File: src/rtl/mult_arbiter.sv
// Round-robin arbiter that shares one start/busy sequential signed multiplier
// between two requesters, with a watchdog for a multiplier that never goes busy.
module mult_arbiter #(
    parameter int unsigned MBITS = 12,
    parameter int unsigned NBITS = 8,
    parameter int unsigned TMO   = 8
) (
    input  logic                   clk,
    input  logic                   reset,
    input  logic                   req0,
    input  logic [MBITS-1:0]       mpd0,
    input  logic [NBITS-1:0]       mpr0,
    output logic                   gnt0,
    output logic                   done0,
    input  logic                   req1,
    input  logic [MBITS-1:0]       mpd1,
    input  logic [NBITS-1:0]       mpr1,
    output logic                   gnt1,
    output logic                   done1,
    output logic [MBITS+NBITS-1:0] prod_out,
    output logic                   err,
    output logic                   arb_busy,
    output logic                   m_start,
    output logic [MBITS-1:0]       m_mpd,
    output logic [NBITS-1:0]       m_mpr,
    input  logic [MBITS+NBITS-1:0] m_prod,
    input  logic                   m_busy
);
    localparam int unsigned CBITS = $clog2(TMO);

    typedef enum logic [1:0] {
        IDLE    = 2'd0,
        WAIT_HI = 2'd1,
        WAIT_LO = 2'd2
    } state_t;

    state_t           state;
    logic             owner;
    logic             last;
    logic [CBITS-1:0] count;
    logic             win_c;

    // On contention the requester that did not win last time is served.
    assign win_c = (req0 && req1) ? ~last : req1;

    always_ff @(posedge clk or posedge reset) begin
        if (reset) begin
            state    <= IDLE;
            owner    <= 1'b0;
            last     <= 1'b1;
            count    <= '0;
            gnt0     <= 1'b0;
            gnt1     <= 1'b0;
            done0    <= 1'b0;
            done1    <= 1'b0;
            prod_out <= '0;
            err      <= 1'b0;
            arb_busy <= 1'b0;
            m_start  <= 1'b0;
            m_mpd    <= '0;
            m_mpr    <= '0;
        end else begin
            gnt0    <= 1'b0;
            gnt1    <= 1'b0;
            done0   <= 1'b0;
            done1   <= 1'b0;
            err     <= 1'b0;
            m_start <= 1'b0;
            case (state)
                IDLE: begin
                    if (req0 || req1) begin
                        if (win_c) begin
                            m_mpd <= mpd1;
                            m_mpr <= mpr1;
                            gnt1  <= 1'b1;
                        end else begin
                            m_mpd <= mpd0;
                            m_mpr <= mpr0;
                            gnt0  <= 1'b1;
                        end
                        m_start  <= 1'b1;
                        owner    <= win_c;
                        last     <= win_c;
                        count    <= '0;
                        arb_busy <= 1'b1;
                        state    <= WAIT_HI;
                    end
                end
                WAIT_HI: begin
                    if (m_busy) begin
                        state <= WAIT_LO;
                    end else if (count == CBITS'(TMO - 1)) begin
                        // Watchdog: report a zero product with err and release the owner.
                        prod_out <= '0;
                        done0    <= ~owner;
                        done1    <= owner;
                        err      <= 1'b1;
                        arb_busy <= 1'b0;
                        state    <= IDLE;
                    end else begin
                        count <= count + CBITS'(1);
                    end
                end
                WAIT_LO: begin
                    if (!m_busy) begin
                        prod_out <= m_prod;
                        done0    <= ~owner;
                        done1    <= owner;
                        arb_busy <= 1'b0;
                        state    <= IDLE;
                    end
                end
                default: begin
                    arb_busy <= 1'b0;
                    state    <= IDLE;
                end
            endcase
        end
    end
endmodule

File: config.mk
export PLATFORM = sky130hd
export DESIGN_NAME = mult_arbiter
export DESIGN_NICKNAME = d
export VERILOG_FILES = /design/src/rtl/mult_arbiter.sv
export SDC_FILE = /design/constraint.sdc
export NUM_CORES = 1
export LEC_CHECK = 0
export ABC_AREA = 0
export CORE_MARGIN = 2
export CORE_UTILIZATION = 44
export CTS_CLUSTER_SIZE = 16
export DETAILED_ROUTE_END_ITERATION = 6
export PLACE_DENSITY = 0.86
export SETUP_SLACK_MARGIN = 0.1
export SYNTH_ARGS = -nofsm -noshare
export SYNTH_HDL_FRONTEND = slang
export SYNTH_SLANG_ARGS = --single-unit
File: constraint.sdc
create_clock -name clk -period 4.2 [get_ports clk]
set_input_delay 0.84 -clock clk [delete_from_list [all_inputs] [get_ports clk]]
set_output_delay 0.84 -clock clk [all_outputs]
set_load 0.05 [all_outputs]
; ---- After elaboration in Yosys (flattened, before gate mapping)
; Index checks and enable logic that the tools add are counted.
[word_totals]
regBits = 54
input_bits = 65
output_inout_bits = 47
word_cells = 76
[classes]
addsub = 1
n_eq_ne = 9
mux = 40
bitwise_logic = 2
n_reduce_logical = 10
[ops]
columns = cell, count
row1 = $mux 20, 3
row2 = $pmux 20 s2, 1
row3 = $mux 1, 22
row4 = $mux 12, 1
row5 = $reduce_and 4->1, 3
row6 = $ne 2x2->1 const B, 5
row7 = $mux 3, 3
row8 = $mux 2, 4
row9 = $mux 8, 1
row10 = $pmux 2 s3, 1
row11 = $pmux 3 s2, 1
row12 = $pmux 1 s2, 2
row13 = $reduce_bool 2->1, 2
row14 = $add 3x1->3 const B, 1
row15 = $eq 3x3->1 const B, 1
row16 = $ne 3x3->1 const B, 1
row17 = $pmux 1 s3, 1
row18 = $reduce_and 3->1, 1
row19 = $eq 2x1->1 const B, 1
row20 = $eq 2x2->1 const B, 1
row21 = $logic_not 2->1, 1
row22 = $not 1->1, 2
row23 = $reduce_and 2->1, 1
row24 = $logic_and 1x1->1, 1
row25 = $logic_or 1x1->1, 1

; ---- Depth between registers and ports, before layout
; Gate-level depths: netlist of run 1.
[depth]
ltp_word = 5
ltp_mapped = 7
depth_no_buf = 5

; ---- Worst setup path before layout of run 1
; No wires, ideal clock.
[synth_path]
kind = input -> register
from = in req1
to = reg m_mpd[7]
setup_time_ps = 126
arrival_time_ps = 1550
required_ps = 4074
path_slack_ps = 2524
path_stages = 4
path_buffers = 1
path_cell_list = a21boi_2 buf_6 and3_1 a221o_1
[synth_between]
elab_chain_len = 3
word_cells_on_any_way = 5
cone_classes = 2 x mux / 3 x reduce/logical
[synth_lines]
columns = item, line
row1 = start: declaration, 15  ; input logic req1,
row2 = $logic_and 1x1->1, 44  ; assign win_c = (req0 && req1) ? ~last : req1;
row3 = $mux 1, 44
row4 = $mux 12, 72  ; if (win_c) begin
row5 = end signal: assignment, 73  ; m_mpd <= mpd1;
row6 = end signal: assignment, 77  ; m_mpd <= mpd0;
row7 = end: declaration, 24  ; output logic [MBITS-1:0] m_mpd,
; Parallel ways exist; a longest one is shown, timed or not.
; A chain may end at the register's enable or synchronous reset.

; ---- Worst setup path in the final report of run 1
[layout_path]
from = reg m_mpr[0]
to = out m_mpr[0]
[layout_rtl]
columns = item, line
row1 = start: declaration, 25  ; output logic [NBITS-1:0] m_mpr,
row2 = start signal: assignment, 74  ; m_mpr <= mpr1;
row3 = start signal: assignment, 78  ; m_mpr <= mpr0;
; No word-level cell between the ends.

==> results of run 1 <==
[worst paths after layout]
kind                                      start                      end  slack [ps]
setup / recovery           m_mpr[0]$_DFFE_PP0P_                 m_mpr[0]        1850
hold / removal             m_mpd[3]$_DFFE_PP0P_     m_mpd[3]$_DFFE_PP0P_         480
setup reg to reg           state[1]$_DFFE_PP0P_  prod_out[9]$_DFFE_PP0P_        2100
hold reg to reg            m_mpd[3]$_DFFE_PP0P_     m_mpd[3]$_DFFE_PP0P_         480
max in group asynchronous                 reset     arb_busy$_DFFE_PP0P_        2420
min in group asynchronous                 reset  prod_out[2]$_DFFE_PP0P_        1120
[through the flow]
step	instances	instance area, sq um	total power [mW]	utilization	setup slack, ps
6_report	371	3560	2.97	0.698	1850
5_1_grt	371	3560	3.13	0.698	1810
4_1_cts	371	3560	3.00	0.698	1840
3_5_place_dp	364	3480	2.72	0.682	1610
3_3_place_gp	364	3480	2.67	0.682	1680
2_1_floorplan	193	2340	2.12	-	2050
[final cells by class]
cell class,instances,area (sq um)
fill,419,1540
sequential,54,1350
timing repair buffer,113,1130
multi-input combinational,122,896
tap,70,87.6
clock buffer,5,68.8
inverter,5,18.8
clock inverter,2,15.0
[cells in the mapped netlist, types with 2 or more instances]
cell / instances
nor3b_1: 2
a21o_1: 2
ha_1: 6
buf_2: 2
buf_6: 2
a221o_1: 4
dfrtp_1: 53
and3_1: 5
a31oi_1: 2
mux2i_1: 16
buf_4: 4
inv_1: 5
or2_2: 2
a21oi_1: 5
o21ai_1: 15
nor3_1: 2
clkbuf_1: 4
o21ai_0: 4
nand2b_1: 3
nand2_1: 19
a22o_1: 22
[kinds of logic (layout without fill, tap and decap cells)]
kind of cell | after synthesis | after routing | synth area share
AND/OR/NAND/NOR | 38 | 38 | 0.0818
adder cells (fa/ha/maj) | 6 | 6 | 0.0321
buffers and inverters | 17 | 125 | 0.0412
multiplexers | 18 | 18 | 0.0796
AO/OA/AOI/OAI | 60 | 60 | 0.188
flip-flops | 54 | 54 | 0.578
[state kept, by name (all words and copies together), names as in the netlist, 2 cells and up]
signal,count
count,3
prod_out,20
m_mpd,12
m_mpr,8
state,2
[layer usage]
| layer | global-route usage | up-vias |
|---|---|---|
| met5 | 0 | - |
| met4 | 0.0582 | 0 |
| met3 | 0.0518 | 8 |
| met2 | 0.312 | 82 |
| met1 | 0.251 | 891 |
| li1 | - | 912 |
[report_power, final]
| part | internal (mW) | total, mW | switching (mW) |
|---|---|---|---|
| clock | 0.114 | 0.274 | 0.160 |
| sequential | 0.763 | 0.895 | 0.132 |
| combinational | 0.662 | 1.81 | 1.14 |
[tightest hold or removal path: cells and delay by family, from the launching register on]
family | cells | cell delay [ps]
AND/OR/NAND/NOR | 1 | 40
flip-flops | 1 | 350
AO/OA/AOI/OAI | 1 | 60
==> flow_summary_export.csv, run 1 <==
group,metric,value,unit
global_route,grt_pass1_wl,9040,microns
sta,period_share,0.559,
sta,final.setup_skew,10.1,ps
place,port_buffers,111,
drt,wl_met1,2490,microns
logic_synthesis,netlist_area,2340,sq um
drt,drc,0,
global_route,grt_overflow,0,
logic_synthesis,synth.net_count,264,
drt,firstDrtPassIters,4,
clock_tree,cts_buffers,5,
sta,max_freq,0.426,GHz
drt,viasPerCell,5.10,
die,rows,26,
global_route,grt_max_degree,55,
pwr,p_per_area,834,nW/um^2
clock_tree,cts_resized,0,
logic_synthesis,ys.flop_type,"dfrtp_1",
worst_setup_path,start_kind,"flip-flop",
cells_and_area,final_cell_mix,"111 x clkdlybuf4s50_1, 53 x dfrtp_1, 22 x a22o_1",
logic_synthesis,seq_area_frac_synth,0.578,
sta,rsz0062_at_grt,"false",
logic_synthesis,yosys_warnings,0,
sta,setup-tns-final,0,ps
drt,num_vias,1893,
cells_and_area,syn2layout_area_growth,52.3,%
cells_and_area,fin_nets,372,
worst_setup_path,crit_required,3360,ps
hold_path,holdPathStages,2,
pwr,peakVddDrop,0.000478,V
worst_setup_path,crit_cells,1,
cells_and_area,drive_above_1_share,0.0664,
sta,worst_pin_slew,1070,ps
sta,period_needed,2350,ps
drt,dr_wl_met3,361,microns
pwr,leakagePower,1.57,nW
place,gp_congestion,0.798,
logic_synthesis,synth_cell_types,35,
cells_and_area,antennaDiodeCount,0,
clock_tree,clkTransAtPathRegs,100,ps
clock_tree,cts_hold_buf,0,
worst_setup_path,crit_family,"buffers and inverters",
logic_synthesis,synth_top_area_share,0.567,
clock_tree,clock_latency,300,ps
place,place_hpwl,4260,microns
die,die_h,76.9,microns
global_route,track_usage,0.192,
hold_path,hold_path_class,"flip-flop to flip-flop",
drt,wl,5600,microns
die,initial_core_util,0.458,
logic_synthesis,avgSynthCellArea,12.1,sq um
clock_tree,post_cts_buffers,0,
clock_tree,cts-htree-levels,2,
die,die_x,76.9,microns
sta,finalHoldViolCount,0,
worst_setup_path,end_kind,"primary output",
sta,relSlewSlack,0.288,
drt,drtIter0Drc,92,
sta,setup_violations,0,
die,die_area,5920,sq um
clock_tree,cts_tree,"yes",
logic_synthesis,async_flop_share,1.00,
die,core_area,5110,sq um
global_route,grt_pass1_vias,1861,
clock_tree,root_buffer,"clkbuf_8",
clock_tree,cts_buffer_depth,2,
logic_synthesis,postSynthCellCount,193,
sta,hold_slack,485,ps
die,pin_count,112,
worst_setup_path,rr_worst_depth,5,
drt,wl_per_cell,15.1,microns
worst_setup_path,path_class,"flip-flop to primary output",
logic_synthesis,netlist_top_cells_area,"dfrtp_1 57%, a22o_1 8.2%, mux2i_1 6.8%",
worst_setup_path,critical-path-slowest-cell,"clkdlybuf4s50_1",
global_route,antenna_found_initial,0,
worst_setup_path,crit_path_max_incr_delay,840,ps
worst_setup_path,cp_max_fo,2,
drt,ant_nets,0,
worst_setup_path,cp.arrival,1510,ps
drt,top_layer,"met4",
logic_synthesis,yosys.area.top_type,"dfrtp_1",
clock_tree,cts_sinks,54,
drt,met2_wirelength,2680,microns
worst_setup_path,path_cells,"clkdlybuf4s50_1",
logic_synthesis,synth_edf_count,0,
worst_setup_path,crit_buf_inv,1,
logic_synthesis,ys_ff_latch,54,
cells_and_area,final_common_cell,"clkdlybuf4s50_1",
run_status,status,"finished clean",
flow_run,maxCapViolations,0,
sta,drv_slew,0,
(Power assumes the default switching activity.)
==> inputs of run 2 (changes only) <==
- CORE_UTILIZATION: 44 -> 37
- PLACE_DENSITY: 0.86 -> 0.77
- clock period: 4.2 -> 2.1 ns (I/O delays scaled with it)
==> run 2 against run 1 <==
  * Via count is 1.3% higher
  * Power increased by 110%
  * Count of clock-buffer cells in the layout unchanged
  * Largest power group unchanged
==> flow_summary_export.csv, run 2 (synthesis gave the netlist of run 1 again) <==
group,metric,value,unit
global_route,use_met2,0.261,
worst_setup_path,path_class,"flip-flop to primary output",
sta,max_freq,0.521,GHz
cells_and_area,fin_nets,378,
hold_path,hold_path_class,"input pin to asynchronous set/reset pin",
place,place_hpwl,4040,microns
sta,worst_pin_slew,737,ps
pwr,leakagePower,1.63,nW
cells_and_area,final_cell_area,3670,sq um
clock_tree,cts_sinks,54,
drt,viasPerCell,5.01,
cells_and_area,drive_above_1_share,0.0877,
drt,drc,0,
sta,hold_slack,451,ps
global_route,track_usage,0.154,
sta,final.setup_skew,2.33,ps
sta,period_share,0.914,
global_route,antenna_found_initial,0,
worst_setup_path,start_kind,"flip-flop",
global_route,grt_util_met1,0.193,
worst_setup_path,crit_path_max_incr_delay,820,ps
clock_tree,post_cts_buffers,0,
drt,drtIter0Drc,63,
sta,relSlewSlack,0.508,
place,gp_congestion,0.783,
worst_setup_path,regToRegStartpoint,"count[0]$_DFFE_PP0P_",
global_route,grt.busiest_layer,"met2",
cells_and_area,reg.largest.list,"prod_out: 20 flops, m_mpd: 12 flops, m_mpr: 8 flops",
cells_and_area,final_common_cell,"clkdlybuf4s50_1",
worst_setup_path,cp-startpoint,"arb_busy$_DFFE_PP0P_",
die,rows,28,
cells_and_area,multi_input_area,896,sq um
global_route,grt_pass1_vias,1920,
place,port_buffers,111,
worst_setup_path,critical-path-slowest-cell,"clkdlybuf4s50_1",
drt,num_vias,1918,
cells_and_area,syn2layout_area_growth,56.8,%
clock_tree,cts_buffer_depth,2,
cells_and_area,fillers,514,
cells_and_area,antennaDiodeCount,0,
clock_tree,cts-htree-levels,2,
sta,finalHoldViolCount,0,
clock_tree,clock_latency,300,ps
drt,firstDrtPassIters,4,
clock_tree,cts_buffers,5,
cells_and_area,largest_register,"prod_out",
die,die_x,83.5,microns
worst_setup_path,crit_family,"buffers and inverters",
clock_tree,cts_hold_buf,0,
cells_and_area,final_cell_mix,"111 x clkdlybuf4s50_1, 53 x dfrtp_1, 22 x a22o_1",
clock_tree,clkTransAtPathRegs,90,ps
drt,wl_per_cell,13.9,microns
die,die_h,83.5,microns
die,core_area,6030,sq um
worst_setup_path,crit_buf_inv,1,
worst_setup_path,cp_max_fo,3,
pwr,p_per_area,1670,nW/um^2
global_route,grt_pass1_wl,8870,microns
global_route,gr-usage-met3,0.0495,
clock_tree,cts_resized,0,
clock_tree,root_buffer,"clkbuf_8",
worst_setup_path,cp.arrival,1500,ps
cells_and_area,largest_reg_flops,20,
pwr,peakVddDrop,0.00122,V
global_route,grt_max_degree,36,
clock_tree,cts_tree,"yes",
die,die_area,6980,sq um
sta,setup-tns-final,0,ps
flow_run,maxCapViolations,0,
die,initial_core_util,0.388,
worst_setup_path,end_kind,"primary output",
run_status,status,"finished clean",
drt,ant_nets,0,
global_route,grt_overflow,0,
sta,period_needed,1920,ps
worst_setup_path,crit_required,1680,ps
worst_setup_path,path_cells,"clkdlybuf4s50_1",
place,place_area,3560,sq um
die,pin_count,112,
sta,drv_slew,0,
drt,wl,5330,microns
sta,setup_violations,0,
sta,rsz0062_at_grt,"false",
cells_and_area,seq_area,1350,sq um
==> run 2: cell count changes in the layout (fill, tap and decap cells not counted), sizes merged <==
cell      previous run  this run
buf                  2         8
clkinvlp             2         0
bufinv               0         1
clkinv               0         1
inv                  5         6
==> run 2: worst paths after layout <==
| kind | to | slack, ps | cells past startpoint |
|---|---|---|---|
| min | m_mpr[1]$_DFFE_PP0P_ | 450 | 3 |
| max in group asynchronous | prod_out[16]$_DFFE_PP0P_ | 1390 | 3 |
| min reg2reg | done0$_DFF_PP0_ | 490 | 1 |
| min in group clk | done0$_DFF_PP0_ | 490 | 1 |
| max | arb_busy | 180 | 1 |
| max reg2reg | prod_out[14]$_DFFE_PP0P_ | 260 | 5 |
==> run 2: layer usage <==
layer | part of all wire | routed length [microns] | vias to the layer above
met5 | 0 | 0 | -
met4 | 0.0043 | 23 | 0
met3 | 0.082 | 438 | 4
met2 | 0.48 | 2540 | 72
met1 | 0.44 | 2320 | 905
li1 | - | - | 937
==> run 2: stage by stage <==
step                      power [mW]  std cells  utilization  setup WS [ps]
final                           6.12        383        0.609            180
after CTS                       6.19        383        0.609            157
after global placement          5.43        375        0.590            176
after detailed placement        5.47        375        0.590            101
after floorplan                 4.25        193            -            367
after global routing            6.45        383        0.609            112
==> run 2: final cells by class <==
| type | instances | share of cell area |
|---|---|---|
| sequential | 54 | 0.369 |
| timing repair buffer | 119 | 0.326 |
| multi-input combinational | 122 | 0.244 |
| tap | 75 | 0.0256 |
| clock buffer | 5 | 0.0188 |
| clock inverter | 3 | 0.0119 |
| inverter | 5 | 0.00511 |
==> run 2: where the power goes <==
group | internal, mW | switching (mW)
clock network | 0.358 | 0.334
registers | 1.53 | 0.251
logic | 1.38 | 2.27
total | 3.26 | 2.86
==> inputs of run 3 (changes only) <==
- CORE_ASPECT_RATIO: not set -> 2
==> run 3 against run 2 <==
  * Non-clock buffer count decreased by 1
  * Setup slack improved by 9.8 ps
  * Sequential cell count unchanged
  * Combinational power hardly changed
  * Via count rose by 1.8%
  * Highest routed layer unchanged
==> flow_summary_export.csv, run 3 (synthesis gave the netlist of run 1 again) <==
group,metric,value,unit
sta,relSlewSlack,0.532,
clock_tree,post_cts_buffers,0,
clock_tree,cts_tree,"yes",
sta,worst_slack,190,ps
cells_and_area,reg.largest.list,"prod_out: 20 flops, m_mpd: 12 flops, m_mpr: 8 flops",
die,core_area,6210,sq um
global_route,antenna_found_initial,0,
die,rows,41,
drt,drtIter0Drc,89,
worst_setup_path,critical-path-slowest-cell,"clkdlybuf4s50_1",
drt,viasPerCell,4.97,
clock_tree,cts_buffers,5,
pwr,leakagePower,1.64,nW
cells_and_area,final_common_cell,"clkdlybuf4s50_1",
clock_tree,cts_sinks,54,
cells_and_area,antennaDiodeCount,0,
drt,firstDrtPassIters,4,
worst_setup_path,crit_family,"buffers and inverters",
worst_setup_path,crit_path_max_incr_delay,830,ps
sta,period_needed,1910,ps
global_route,track_usage,0.171,
pwr,peakVddDrop,0.000987,V
worst_setup_path,end_kind,"primary output",
cells_and_area,syn2layout_area_growth,58.6,%
sta,rsz0062_at_grt,"false",
worst_setup_path,path_class,"flip-flop to primary output",
sta,finalHoldViolCount,0,
cells_and_area,drive_above_1_share,0.0847,
global_route,grt_overflow,0,
sta,setup_violations,0,
clock_tree,cts_hold_buf,0,
cells_and_area,fillers,510,
sta,worst_pin_slew,702,ps
die,die_h,116,microns
clock_tree,clkTransAtPathRegs,70,ps
flow_run,maxCapViolations,0,
drt,dr_wl_met3,662,microns
clock_tree,clock_latency,300,ps
drt,wl_per_cell,14.6,microns
worst_setup_path,path_cells,"clkdlybuf4s50_1",
drt,wl_met1,2280,microns
drt,met2_wirelength,2720,microns
sta,period_share,0.910,
die,pin_count,112,
sta,final.setup_skew,6.14,ps
cells_and_area,largest_reg_flops,20,
cells_and_area,fin_nets,377,
place,place_ws,141,ps
run_status,status,"finished clean",
worst_setup_path,crit_buf_inv,1,
drt,top_layer,"met4",
drt,wl,5730,microns
sta,hold_slack,422,ps
sta,setup-tns-final,0,ps
clock_tree,cts-htree-levels,2,
die,die_area,7020,sq um
drt,drc,0,
die,die_x,60.2,microns
worst_setup_path,cp_max_fo,2,
drt,ant_nets,0,
cells_and_area,largest_register,"prod_out",
clock_tree,cts_buffer_depth,2,
clock_tree,root_buffer,"clkbuf_16",
global_route,grt_pass1_vias,1944,
global_route,grt_pass1_wl,9200,microns
die,initial_core_util,0.377,
pwr,p_per_area,1680,nW/um^2
cells_and_area,final_cell_mix,"111 x clkdlybuf4s50_1, 53 x dfrtp_1, 22 x a22o_1",
worst_setup_path,start_kind,"flip-flop",
place,port_buffers,111,
sta,max_freq,0.524,GHz
worst_setup_path,crit_required,1680,ps
worst_setup_path,cp.arrival,1490,ps
clock_tree,cts_resized,0,
place,place_hpwl,4320,microns
sta,drv_slew,0,
place,placed_cells,385,
global_route,grt_max_degree,38,
drt,num_vias,1953,
place,gp_congestion,0.836,
cells_and_area,stdcell_count,393,
hold_path,hold_path_class,"input pin to asynchronous set/reset pin",
## run 3: cell type report
type / count / area (sq um) / share of cell area
multi-input combinational: 122 / 896 / 0.241
inverter: 5 / 18.8 / 0.00505
clock buffer: 5 / 125 / 0.0337
timing repair buffer: 118 / 1190 / 0.320
sequential: 54 / 1350 / 0.364
clock inverter: 3 / 25.0 / 0.00674
tap: 86 / 108 / 0.0290
## run 3: through the flow
step / cell area, sq um / power [mW] / utilization
final: 3710 / 6.26 / 0.598
after global routing: 3710 / 6.60 / 0.598
after CTS: 3710 / 6.33 / 0.598
after detailed placement: 3560 / 5.47 / 0.574
after global placement: 3560 / 5.39 / 0.574
after floorplan: 2340 / 4.25 / -
## run 3: report_power, final
part,switching [mW],leakage [nW],internal [mW]
registers,0.261,0.678,1.53
clock network,0.376,0.0704,0.448
logic,2.28,0.888,1.36
## run 3: final timing paths
path,from,slack (ps),endpoint,cells after the start
worst max register to register,state[1]$_DFFE_PP0P_,260,prod_out[18]$_DFFE_PP0P_,5
max in group asynchronous,reset,1160,prod_out[4]$_DFFE_PP0P_,3
worst min register to register,owner$_DFFE_PP0P_,480,done0$_DFF_PP0_,1
worst max-delay path,prod_out[16]$_DFFE_PP0P_,190,prod_out[16],1
worst min-delay path,reset,420,done1$_DFF_PP0_,2
min in group clk,owner$_DFFE_PP0P_,480,done0$_DFF_PP0_,1
## run 3: routing by layer
layer,global-route usage,up-vias
met5,0,-
li1,-,924
met2,0.272,101
met3,0.0587,4
met1,0.220,924
met4,0.0444,0
